<file path="config.mk">
export PLATFORM = sky130hd
export DESIGN_NAME = crossbar_sw_alloc
export DESIGN_NICKNAME = d
export VERILOG_FILES = /design/src/rtl/crossbar_sw_alloc.sv
export SDC_FILE = /design/constraint.sdc
export NUM_CORES = 1
export LEC_CHECK = 0
export ABC_AREA = 1
export BUFFER_PORTS_ARGS = -buffer_cell sky130_fd_sc_hd__buf_2
export CORE_ASPECT_RATIO = 1.2
export CORE_UTILIZATION = 55
export DETAILED_ROUTE_END_ITERATION = 16
export HOLD_SLACK_MARGIN = 0.08
export PLACE_DENSITY = 0.81
export SLEW_MARGIN = 30
export SYNTH_ARGS = -nofsm -noshare
export SYNTH_HDL_FRONTEND = slang
export SYNTH_SLANG_ARGS = --single-unit
</file>
<file path="constraint.sdc">
create_clock -name clk -period 8.7 [get_ports clk]
set_input_delay 0 -clock clk [delete_from_list [all_inputs] [get_ports clk]]
set_output_delay 0 -clock clk [all_outputs]
set_load 0.02 [all_outputs]
</file>
<file path="src/rtl/crossbar_sw_alloc.sv">
// crossbar_sw_alloc: wormhole switch allocator for a P-port router.
// One round-robin arbiter per output, with a packet lock held from head flit
// to tail flit. Grants are combinational from the current state and inputs.
// Optional lock watchdog: define SW_ALLOC_LOCK_TIMEOUT_EN to force-release an
// output lock after LOCK_TIMEOUT-1 consecutive cycles without a grant.
module crossbar_sw_alloc #(
  parameter int P            = 5,
  parameter int LOCK_TIMEOUT = 64
) (
  input  logic                 clk,
  input  logic                 reset,
  input  logic [P-1:0]         req_valid_all,
  input  logic [P-1:0]         req_head_all,
  input  logic [P-1:0]         req_tail_all,
  input  logic [P*(P-1)-1:0]   req_dest_all,
  input  logic [P-1:0]         out_ready_all,
  output logic [P*(P-1)-1:0]   granted_dest_port_all,
  output logic [P-1:0]         in_grant_all,
  output logic [P-1:0]         out_busy_all,
  output logic [P-1:0]         lock_timeout_all
);

  localparam int IW = (P > 1) ? $clog2(P) : 1;

  logic [P-1:0][P-2:0] dest_s;
  logic [P-1:0][P-1:0] req_mat;   // req_mat[o][i]: input i validly targets output o
  logic [P-1:0][P-1:0] gnt;       // gnt[o][i]: output o grants input i
  logic [P-1:0][IW-1:0] win;
  logic [P-1:0]        any_gnt;
  logic [P-1:0]        win_tail;
  logic [P-1:0]        tmo_fire;
  logic [P-1:0][P-2:0] gd;

  logic [P-1:0]         locked_q;
  logic [P-1:0][IW-1:0] owner_q;
  logic [P-1:0][IW-1:0] prio_q;

  function automatic logic [IW-1:0] next_idx(input logic [IW-1:0] x);
    return (x == IW'(P-1)) ? '0 : x + 1'b1;
  endfunction

  assign dest_s = req_dest_all;

  // Decode each input's destination; non-one-hot slices are dropped.
  always_comb begin
    req_mat = '0;
    for (int o = 0; o < P; o++) begin
      for (int i = 0; i < P; i++) begin
        if (i != o) begin
          if (o < i) req_mat[o][i] = req_valid_all[i] && $onehot(dest_s[i]) && dest_s[i][o];
          else       req_mat[o][i] = req_valid_all[i] && $onehot(dest_s[i]) && dest_s[i][o-1];
        end
      end
    end
  end

  // Per-output arbitration: round-robin over heads when idle, owner-only when locked.
  always_comb begin
    gnt      = '0;
    win      = '0;
    any_gnt  = '0;
    win_tail = '0;
    for (int o = 0; o < P; o++) begin
      logic found;
      found = 1'b0;
      if (locked_q[o]) begin
        for (int i = 0; i < P; i++) begin
          if (IW'(i) == owner_q[o] && req_mat[o][i]) begin
            found  = 1'b1;
            win[o] = IW'(i);
          end
        end
      end else begin
        // first pass: inputs at or above the priority pointer; second pass wraps
        for (int i = 0; i < P; i++) begin
          if (!found && req_mat[o][i] && req_head_all[i] && IW'(i) >= prio_q[o]) begin
            found  = 1'b1;
            win[o] = IW'(i);
          end
        end
        for (int i = 0; i < P; i++) begin
          if (!found && req_mat[o][i] && req_head_all[i]) begin
            found  = 1'b1;
            win[o] = IW'(i);
          end
        end
      end
      if (found && out_ready_all[o]) begin
        for (int i = 0; i < P; i++) begin
          if (IW'(i) == win[o]) begin
            gnt[o][i]   = 1'b1;
            win_tail[o] = req_tail_all[i];
          end
        end
        any_gnt[o] = 1'b1;
      end
    end
  end

  // Fold per-output grants back into per-input views; all quiet during reset.
  always_comb begin
    in_grant_all = '0;
    gd           = '0;
    for (int i = 0; i < P; i++) begin
      for (int o = 0; o < P; o++) begin
        in_grant_all[i] = in_grant_all[i] | (gnt[o][i] & reset);
      end
      for (int k = 0; k < P-1; k++) begin
        if (k < i) gd[i][k] = gnt[k][i] & reset;
        else       gd[i][k] = gnt[k+1][i] & reset;
      end
    end
  end

  assign granted_dest_port_all = gd;
  assign out_busy_all          = locked_q;

  // Lock / owner / priority state per output.
  always_ff @(posedge clk or negedge reset) begin
    if (!reset) begin
      locked_q <= '0;
      owner_q  <= '0;
      prio_q   <= '0;
    end else begin
      for (int o = 0; o < P; o++) begin
        if (any_gnt[o]) begin
          if (locked_q[o]) begin
            if (win_tail[o]) begin
              locked_q[o] <= 1'b0;
              prio_q[o]   <= next_idx(owner_q[o]);
            end
          end else if (win_tail[o]) begin
            prio_q[o] <= next_idx(win[o]);
          end else begin
            locked_q[o] <= 1'b1;
            owner_q[o]  <= win[o];
          end
        end else if (tmo_fire[o]) begin
          locked_q[o] <= 1'b0;
          prio_q[o]   <= next_idx(owner_q[o]);
        end
      end
    end
  end

`ifdef SW_ALLOC_LOCK_TIMEOUT_EN
  localparam int CW = (LOCK_TIMEOUT > 2) ? $clog2(LOCK_TIMEOUT) : 1;

  logic [P-1:0][CW-1:0] cnt_q;
  logic [P-1:0]         tmo_q;

  // The idle cycle that brings the count to LOCK_TIMEOUT-1 releases the lock.
  always_comb begin
    tmo_fire = '0;
    for (int o = 0; o < P; o++) begin
      tmo_fire[o] = locked_q[o] && !any_gnt[o] && (cnt_q[o] == CW'(LOCK_TIMEOUT-2));
    end
  end

  // Idle-cycle counters and the registered one-cycle release pulse.
  always_ff @(posedge clk or negedge reset) begin
    if (!reset) begin
      cnt_q <= '0;
      tmo_q <= '0;
    end else begin
      for (int o = 0; o < P; o++) begin
        tmo_q[o] <= tmo_fire[o];
        if (!locked_q[o] || any_gnt[o] || tmo_fire[o]) cnt_q[o] <= '0;
        else                                          cnt_q[o] <= cnt_q[o] + 1'b1;
      end
    end
  end

  assign lock_timeout_all = tmo_q;
`else
  assign tmo_fire         = '0;
  assign lock_timeout_all = '0;
`endif

endmodule

</file>
==> flow_summary.json <==
{
  "finalWirelength_um": 12770,
  "powerDensity_nw_per_um2": 251.3,
  "htree_levels": 2,
  "setup_violations": 0,
  "rsz0062_at_grt": "no",
  "dieArea_sq_um": 8253,
  "routedWlPerCell_um": 15.00,
  "area_growth_pct": 12.05,
  "fin_nets": 848,
  "synth_top_area_share_pct": 19.60,
  "yosys.area.top_type": "dfrtp_1",
  "power.net_switching_mw": 0.6716,
  "r2r_setup_slack_ns": 5.53,
  "cts_root_buf": "clkbuf_8",
  "max-slew-margin-rel_pct": 62.11,
  "final_util_pct": 63.46,
  "critical-path-top-delay-family": "adder cells",
  "fillCellCount": 754,
  "hold_viol": 0,
  "worstHoldStart": "out_ready_all[4]",
  "slowest_stage": "fa_1",
  "die_y_um": 99.32,
  "row_count": 35,
  "start_util_pct": 56.64,
  "hold_path.class": "in2reg",
  "ys_types": 46,
  "holdPathEnd": "out_busy_all[4]$_DFFE_PN0P_",
  "crit_buf_inv": 6,
  "drv_cap": 0,
  "setup-tns-final_ns": 0,
  "ir_drop_mv": 0.1450,
  "numCtsBuffers": 5,
  "place_inst": 843,
  "outcome": "finished, final reports clean",
  "cts_sinks": 34,
  "rr_worst_depth": 14,
  "worst_pin_slew_ns": 0.5624,
  "crit_path_start_kind": "primary input",
  "ys_ff_latch": 34,
  "critPathCaptureType": "primary output",
  "io_pins": 77,
  "hold_depth": 3,
  "grt_pass1_vias": 4602,
  "ctsResizeCount": 0,
  "port_buffers": 71,
  "synthCells": 683,
  "layout.cells.non_filler": 851,
  "pwr-share-seq_pct": 24.9,
  "drc": 0,
  "syn_avg_cell_area_sq_um": 6.355,
  "dr.first_iter.drc_count": 351,
  "internal-power_mw": 0.5506,
  "antenna_found_initial": 0,
  "grt_max_degree": 38,
  "final_cell_mix": "nand2_1, inv_1, nor2_1, buf_2, nand3_1",
  "core_sq_um": 7664,
  "yosys_warnings": 0,
  "cts_tree": "yes",
  "period_minus_slack_ns": 4.064,
  "path_cells": "buf_2 -> inv_1 -> fa_1 -> inv_1 -> ha_1 -> ha_1 -> nor2_2 -> nand2_2 -> nor2_2 -> nand3b_1 -> nand4_2 -> nor2_2 -> nand3_1 -> o2111ai_1 -> a22oi_1 -> inv_1 -> ha_1 -> ha_1 -> inv_1 -> nor2_1 -> nor3_1 -> o221ai_2 -> buf_2",
  "die_w_um": 83.10,
  "timing.fmax_mhz": 246.0,
  "gr-total-overflow": 0,
  "period_share_pct": 46.72,
  "vias": 4781,
  "clockPowerShare_pct": 9.7,
  "cp-startpoint": "req_dest_all[12]",
  "insertion_delay_ns": 0.30,
  "hpwl_um": 10400,
  "crit_fanout": 4,
  "path_clk_slew_ns": 0.07,
  "n_antenna_cell": 0,
  "power_frac_comb_pct": 65.4,
  "place_congestion": 0.9895,
  "viasPerCell": 5.618,
  "grt_util_all_layers_pct": 31.60,
  "layout_commonest_cell": "nand2_1",
  "timing.rr.start": "out_busy_all[0]$_DFFE_PN0N_",
  "seq_area_frac_synth_pct": 19.60,
  "cpPeakStageDelay_ns": 0.54,
  "grt_pass1_wl_um": 20850,
  "syn_area_sq_um": 4340,
  "reg2reg_to": "owner_q[1]$_DFFE_PN0P_",
  "fin_ws_ns": 4.636,
  "critical_path_class": "in2out",
  "arrival_ns": 4.06,
  "cp_num_cells": 23,
  "power.leakage_nw": 2.837,
  "worst_clock_skew_ns": 0.009236,
  "switching_share_pct": 54.95,
  "place_ws_ns": 4.588,
  "drt.antenna.violating_nets": 0,
  "synth_area_leaders": "dfrtp_1, nand2_1, ha_1",
  "required_ns": 8.70,
  "drive_gt1_share_pct": 17.79,
  "cts-root-to-sink-buffers": 2,
  "first_pass_iters": 5,
  "maxSlewViolCount": 0
}
## power groups by stage
stage	Sequential (mW)	Combinational (mW)	Clock, mW
floorplan	0.299	0.594	0
global placement	0.303	0.766	0
detailed placement	0.305	0.785	0
CTS	0.302	0.791	0.119
global route	0.314	0.900	0.126
finish	0.305	0.799	0.118
## final cells by class
class | count | area [sq um] | share of cell area [%]
clock buffer | 7 | 76.32 | 1.569
inverter | 138 | 523.0 | 10.75
multi-input combinational | 507 | 2925 | 60.15
sequential | 34 | 850.8 | 17.49
tap | 92 | 115.1 | 2.367
timing repair buffer | 73 | 372.9 | 7.667
## synth_stat cells (all sizes together)
| library cell | n |
|---|---|
| a21boi | 1 |
| a21oi | 7 |
| a22o | 1 |
| a22oi | 5 |
| a2bb2oi | 1 |
| a31oi | 2 |
| a32oi | 2 |
| a41oi | 1 |
| buf | 7 |
| clkbuf | 1 |
| clkinv | 5 |
| conb | 1 |
| dfrtp | 34 |
| fa | 5 |
| ha | 42 |
| inv | 133 |
| nand2 | 174 |
| nand3 | 68 |
| nand3b | 3 |
| nand4 | 30 |
| nor2 | 91 |
| nor3 | 16 |
| nor4 | 1 |
| o2111ai | 1 |
| o211ai | 1 |
| o21a | 1 |
| o21ai | 41 |
| o21bai | 2 |
| o221ai | 2 |
| o31ai | 1 |
| o32ai | 1 |
| or2 | 1 |
| xor2 | 1 |
## timing repair
action	in CTS	in global routing
setup buffers	0	0
hold endpoints to repair	34	0
hold buffers	1	0
## worst register-to-register path, stage by stage, from the launching register on
cell and delay, ns:
dfrtp_1 0.50, clkinv_1 0.31, nor2_1 0.26, inv_1 0.09, o21ai_0 0.48, inv_1 0.16
ha_1 0.28, nand2_2 0.15, o21ai_0 0.10, inv_1 0.06, nand2_1 0.05, nand2_1 0.28
nand3_1 0.19, nand2_1 0.11, nand2_1 0.05
## worst max path at each step
| stage | to | slack, ns |
|---|---|---|
| after floorplan | out_busy_all[0]$_DFFE_PN0N_ | 5.38 |
| after global placement | owner_q[0]$_DFFE_PN0P_ | 4.85 |
| after detailed placement | owner_q[1]$_DFFE_PN0P_ | 4.59 |
| final | in_grant_all[3] | 4.64 |
| after global routing | in_grant_all[3] | 4.34 |
| after CTS | in_grant_all[3] | 4.74 |
## per-stage QoR
| step | hold slack [ns] | power (mW) | instance area (sq um) |
|---|---|---|---|
| after floorplan | -0.2956 | 0.8926 | 4355 |
| after global routing | 0.1365 | 1.340 | 4863 |
| after global placement | 0.08573 | 1.069 | 4777 |
| final | 0.1285 | 1.222 | 4863 |
| after detailed placement | 0.09346 | 1.090 | 4777 |
| after CTS | 0.1291 | 1.213 | 4863 |
## registers in the layout, indices dropped and copies added, names as in the netlist
name / flops
out_busy_all: 5
owner_q: 14
prio_q: 15
## routing by layer
layer  vias up  GRT usage (%)  share of wire (%)
met4         0          19.63                5.1
met1      2196          36.68                 41
met2       198          54.73                 48
met5         -              0                  0
met3        53          4.896                5.9
li1       2334              -                  -
## cells by family after synthesis
group                      after synthesis  synth area share (%)
and+or+nand+nor                        384                 41.83
buffers and inverters                  146                 13.35
AOI/OAI and AO/OA                       70                 10.52
adders and majority gates               47                 14.41
DFF                                     34                 19.60
xor gates and xnor gates                 1                0.2018
other                                    1               0.08640
Note: power is estimated with default switching activity, not from simulation.
